### config.mk
export PLATFORM = sky130hd
export DESIGN_NAME = li_upsampler
export DESIGN_NICKNAME = d
export VERILOG_FILES = /design/src/rtl/li_upsampler_pkg.sv /design/src/rtl/li_step_acc.sv /design/src/rtl/li_upsampler.sv
export SDC_FILE = /design/constraint.sdc
export NUM_CORES = 1
export LEC_CHECK = 0
export ABC_AREA = 0
export ABC_CLOCK_PERIOD_IN_PS = 3270
export CAP_MARGIN = 20
export CORE_ASPECT_RATIO = 1.25
export CORE_MARGIN = 2
export CORE_UTILIZATION = 59
export DETAILED_ROUTE_END_ITERATION = 6
export GPL_TIMING_DRIVEN = 0
export HOLD_SLACK_MARGIN = 0.15
export PLACE_DENSITY = 0.84
export SETUP_SLACK_MARGIN = 0.4
export SLEW_MARGIN = 0
export SYNTH_ARGS = -nofsm -noshare
export SYNTH_HDL_FRONTEND = slang
export SYNTH_SLANG_ARGS = --single-unit
### constraint.sdc
create_clock -name clock -period 3.27 [get_ports clock]
set_input_delay 0.654 -clock clock [delete_from_list [all_inputs] [get_ports clock]]
set_output_delay 0.654 -clock clock [all_outputs]
set_load 0.02 [all_outputs]
### src/rtl/li_upsampler_pkg.sv
// Shared defaults, state encoding and width helper for the linear-interpolating upsampler.
// Latency: n/a (package only).
// Backpressure: n/a (package only).
package li_upsampler_pkg;

    localparam int LI_WIDTH_DEF      = 18;
    localparam int LI_LOG2_RATIO_DEF = 3;

    localparam logic [1:0] ST_IDLE  = 2'd0;
    localparam logic [1:0] ST_PRIME = 2'd1;
    localparam logic [1:0] ST_RUN   = 2'd2;
    localparam logic [1:0] ST_HOLD  = 2'd3;

    // The accumulator holds a sample scaled by 2^log2_ratio plus one guard bit.
    function automatic int acc_width(input int width, input int log2_ratio);
        return width + log2_ratio + 1;
    endfunction

endpackage

### src/rtl/li_step_acc.sv
// Accumulator/slope pair for one interpolation segment; step_val is the floored next point.
// Latency: step_val is combinational from the registered acc/delta (one cycle after load/step).
// Backpressure: none; load and step are one-cycle commands, load wins over step.
module li_step_acc
    import li_upsampler_pkg::*;
#(
    parameter int WIDTH      = LI_WIDTH_DEF,
    parameter int LOG2_RATIO = LI_LOG2_RATIO_DEF
) (
    input  logic             clock,
    input  logic             reset,
    input  logic             load,
    input  logic             step,
    input  logic [WIDTH-1:0] curr_in,
    input  logic [WIDTH-1:0] sample_in,
    output logic [WIDTH-1:0] step_val
);

    localparam int AW = acc_width(WIDTH, LOG2_RATIO);

    logic signed [AW-1:0] acc_q;
    logic signed [AW-1:0] acc_d;
    logic signed [AW-1:0] acc_next;
    logic signed [WIDTH:0] delta_q;
    logic signed [WIDTH:0] delta_d;

    // Next accumulator point; slicing off the fraction bits of a two's complement value is a floor shift.
    always_comb begin
        acc_next = acc_q + $signed({{LOG2_RATIO{delta_q[WIDTH]}}, delta_q});
        step_val = acc_next[WIDTH+LOG2_RATIO-1:LOG2_RATIO];
    end

    // Load starts a segment at the old sample with the full-precision slope; step walks along it.
    always_comb begin
        acc_d   = acc_q;
        delta_d = delta_q;
        if (load) begin
            acc_d   = $signed({curr_in[WIDTH-1], curr_in, {LOG2_RATIO{1'b0}}});
            delta_d = $signed({sample_in[WIDTH-1], sample_in}) - $signed({curr_in[WIDTH-1], curr_in});
        end else if (step) begin
            acc_d   = acc_next;
        end
    end

    // Accumulator and slope registers.
    always_ff @(posedge clock or negedge reset) begin
        if (!reset) begin
            acc_q   <= '0;
            delta_q <= '0;
        end else begin
            acc_q   <= acc_d;
            delta_q <= delta_d;
        end
    end

endmodule

### src/rtl/li_upsampler.sv
// Linear interpolator: each rising ready_in loads a sample, each clken_out emits one interpolated point.
// Latency: sample_out/out_valid register one cycle after clken_out; slip one cycle after the early load.
// Backpressure: none; upstream samples are never stalled, an early sample restarts the segment (slip).
module li_upsampler
    import li_upsampler_pkg::*;
#(
    parameter int WIDTH      = LI_WIDTH_DEF,
    parameter int LOG2_RATIO = LI_LOG2_RATIO_DEF
) (
    input  logic             clock,
    input  logic             reset,
    input  logic [WIDTH-1:0] sample_in,
    input  logic             ready_in,
    input  logic             clken_out,
    output logic [WIDTH-1:0] sample_out,
    output logic             out_valid,
    output logic             slip,
    output logic             busy
);

    localparam logic [LOG2_RATIO-1:0] PHASE_LAST = '1;

    logic                  ready_q;
    logic [1:0]            state_q;
    logic [1:0]            state_d;
    logic [WIDTH-1:0]      curr_q;
    logic [WIDTH-1:0]      curr_d;
    logic [LOG2_RATIO-1:0] phase_q;
    logic [LOG2_RATIO-1:0] phase_d;
    logic [WIDTH-1:0]      sample_out_q;
    logic [WIDTH-1:0]      sample_out_d;
    logic                  out_valid_q;
    logic                  out_valid_d;
    logic                  slip_q;
    logic                  slip_d;
    logic                  new_evt;
    logic                  step;
    logic [WIDTH-1:0]      step_val;

    // A level held high never retriggers; ready_q resets high so a level present at release is ignored.
    assign new_evt = ready_in & ~ready_q;
    // A pending load takes priority over the interpolation step.
    assign step    = clken_out && (state_q == ST_RUN) && !new_evt;

    li_step_acc #(
        .WIDTH      (WIDTH),
        .LOG2_RATIO (LOG2_RATIO)
    ) u_step_acc (
        .clock     (clock),
        .reset     (reset),
        .load      (new_evt),
        .step      (step),
        .curr_in   (curr_q),
        .sample_in (sample_in),
        .step_val  (step_val)
    );

    // State register.
    always_ff @(posedge clock or negedge reset) begin
        if (!reset) begin
            state_q <= ST_IDLE;
        end else begin
            state_q <= state_d;
        end
    end

    // Next state: every new sample advances toward RUN; the last step of a segment parks in HOLD.
    always_comb begin
        state_d = state_q;
        if (new_evt) begin
            case (state_q)
                ST_IDLE: state_d = ST_PRIME;
                default: state_d = ST_RUN;
            endcase
        end else if (step && (phase_q == PHASE_LAST)) begin
            state_d = ST_HOLD;
        end
    end

    // Output decode: emit on every strobe outside IDLE; a colliding load emits the segment start.
    always_comb begin
        sample_out_d = sample_out_q;
        out_valid_d  = 1'b0;
        slip_d       = new_evt && (state_q == ST_RUN) && (phase_q != '0);
        curr_d       = new_evt ? sample_in : curr_q;
        phase_d      = phase_q;
        if (new_evt) begin
            phase_d = '0;
        end else if (step) begin
            phase_d = phase_q + 1'b1;
        end
        if (clken_out && (state_q != ST_IDLE)) begin
            out_valid_d  = 1'b1;
            sample_out_d = step ? step_val : curr_q;
        end
    end

    // Datapath and output registers.
    always_ff @(posedge clock or negedge reset) begin
        if (!reset) begin
            ready_q      <= 1'b1;
            curr_q       <= '0;
            phase_q      <= '0;
            sample_out_q <= '0;
            out_valid_q  <= 1'b0;
            slip_q       <= 1'b0;
        end else begin
            ready_q      <= ready_in;
            curr_q       <= curr_d;
            phase_q      <= phase_d;
            sample_out_q <= sample_out_d;
            out_valid_q  <= out_valid_d;
            slip_q       <= slip_d;
        end
    end

    assign sample_out = sample_out_q;
    assign out_valid  = out_valid_q;
    assign slip       = slip_q;
    assign busy       = (state_q == ST_RUN);

endmodule
==> out/metrics.csv <==
metric,value,unit
status,"complete, no violations",
clock.fmax,0.363,GHz
rsz0062_at_grt,false,
synth_top_area_cell,dfrtp_1,
antenna_cells,0,
crit_top_cell,a21o_1,
crit_path_max_incr_delay,0.42,ns
area_growth,17.7,%
die_x,90.2,um
setup-violations-final,0,
num_io_pins,43,
crit_fanout,3,
worst-endpoint-required,3.48,ns
cts_htree_levels,3,
synthFlopType,dfrtp_1,
grt_usage,0.327,
layout_common_cells,"83 x dfrtp_1, 82 x nand2_1, 65 x o21ai_0",
holdBufCountCts,0,
wl,16.1,mm
fin_setup_tns,0,ns
synth_nets,700,
tightest_slew,0.795,ns
worstPathArrival,2.97,ns
routabilityCongestion,0.960,
grt_max_degree,44,
hold_class,primary input to asynchronous set/reset pin,
clock_sinks,84,
hold_viol,0,
antenna_left,0,
synth-async-reset-ratio,1.00,
drc,0,
final_nets,758,
crit_path_top_delay_cell,clkdlybuf4s50_1,
cts_buffer_depth,2,
antenna_found_initial,0,
fillerInstances,740,
finalCritPeriodShare,0.843,
drt_iter0_markers,440,
first_pass_iters,5,
grt_overflow,0,
dp.cells,801,
path_class,primary input to flop,
cts_tree,yes,
syn_avg_cell_area,8.63,um^2
synth_warnings,0,
insertion_delay,0.35,ns
cts_root_buf,clkbuf_16,
mostFrequentLayoutCell,dfrtp_1,
instances_no_fill,821,
routedWlPerCell,19.6,um
port_buffers,42,
peakVddDrop,0.000422,V
critPathLaunchType,primary input,
start_util,0.604,
synth_top_area_frac,0.379,
die-area,10100,um^2
via_count,5200,
synthCells,635,
cts-buffers-inserted,9,
cap_violations,0,
worstPathCellList,"clkdlybuf4s50_1, ha_1, a21o_1, a21o_1, a2111oi_4, buf_4, nor2_4, a311oi_2, xor2_1, o21ai_1",
layout-drive-gt1-share,0.0731,
ys_seq_elements,84,
setup_slack,0.513,ns
place_ws,-0.295,ns
grt_pass1_vias,5271,
yosysSeqAreaShare,0.384,
slew_headroom,0.470,
routed_via_density,6.33,
syn_area,5480,um^2
grt_pass1_wl,25.8,mm
yosys-top-cells-area,"dfrtp_1 38%, ha_1 9.4%, o21ai_0 5.9%",
coreArea,9080,um^2
drv_slew,0,
power.leakage,2.86,nW
post-dp-hpwl,11.6,mm
synth-edff-count,0,
clk_pin_slew_worst_paths,0.06,ns
period_minus_slack,2.76,ns
hold_slack,0.298,ns
p_per_area,891,nW/um^2
die_height,112,um
design_power_total,0.00575,W
yosys.cell_types.count,59,
rows,39,
endpoint_kind,flop,
finalClockSkew,0.00898,ns
synth_stat cells, drive strengths merged (7+ instances only):
cell type and count:
nand3 10, nor3b 8, a31oi 11, ha 41, nor3 20, a21oi 68, o21a 7, nor2 30
inv 36, nor2b 7, o21ai 70, dfrtp 83, or3 9, nand2 82, xor2 12, and3 15
xnor2 11, clkbuf 29, a21o 13
cells by family after synthesis:
family / synth area share
compound gates: 0.245
simple gates: 0.175
flops: 0.384
buf+inv: 0.0539
fa+ha+maj: 0.101
xor+xnor: 0.0367
mux: 0.00548
area by class of cell:
| type | instances | area (um^2) | share of cell area |
|---|---|---|---|
| multi-input combinational | 483 | 3130 | 0.485 |
| clock inverter | 2 | 35.0 | 0.00543 |
| clock buffer | 14 | 264 | 0.0409 |
| inverter | 37 | 139 | 0.0215 |
| timing repair buffer | 47 | 470 | 0.0729 |
| tap | 123 | 154 | 0.0238 |
| sequential | 84 | 2100 | 0.326 |
| buffer | 31 | 158 | 0.0244 |
worst max-delay path, delay by kind of cell:
family,cells,cell delay [ns]
buffers and inverters,2,0.63
adders and majority gates,1,0.34
and+or+nand+nor,1,0.06
xor gates and xnor gates,1,0.19
AOI/OAI and AO/OA,5,1.09
repair_timing:
action,4_1_cts,5_1_grt
gates cloned,0,0
setup buffers,2,2
gates resized for setup,6,11
endpoints found under the setup margin,5,13
pin swaps,8,5
routing by layer:
layer / wire length (um) / GRT usage
met3: 1240 / 0.0663
met1: 5970 / 0.370
met4: 816 / 0.209
met5: 0 / 0
met2: 8080 / 0.563
stage by stage:
| stage | cell area [um^2] | util |
|---|---|---|
| floorplan | 5480 | - |
| detailed placement | 6070 | 0.669 |
| global route | 6450 | 0.711 |
| global placement | 6060 | 0.667 |
| finish | 6450 | 0.711 |
| CTS | 6400 | 0.705 |
final timing paths:
| path | slack (ns) | to | from | cells after the start |
|---|---|---|---|---|
| hold reg to reg | 0.49 | sample_out[16] | sample_out[16] | 1 |
| setup reg to reg | 0.57 | u_step_acc.acc_q[20] | u_step_acc.delta_q[0] | 10 |
| min in group clock | 0.49 | sample_out[16] | sample_out[16] | 1 |
| max in group asynchronous | 2.35 | u_step_acc.acc_q[18] | reset | 2 |
| hold / removal | 0.30 | curr_q[4] | reset | 1 |
| setup / recovery | 0.51 | u_step_acc.delta_q[12] | sample_in[2] | 10 |
power by group:
group	internal (W)	switching (W)	total [W]	leakage [nW]
logic	0.00122	0.00183	0.00306	1.69
clock network	0.000633	0.000406	0.00104	0.147
registers	0.00141	0.000251	0.00166	1.03
total	0.00326	0.00249	0.00575	2.86
registers in the layout, summed over array words and instances (netlist names):
name	flops
phase_q	3
curr_q	18
out_valid	1
state_q	2
ready_q	1
u_step_acc.delta_q	19
u_step_acc.acc_q	21
sample_out	18
slip	1
(Power assumes the default switching activity.)
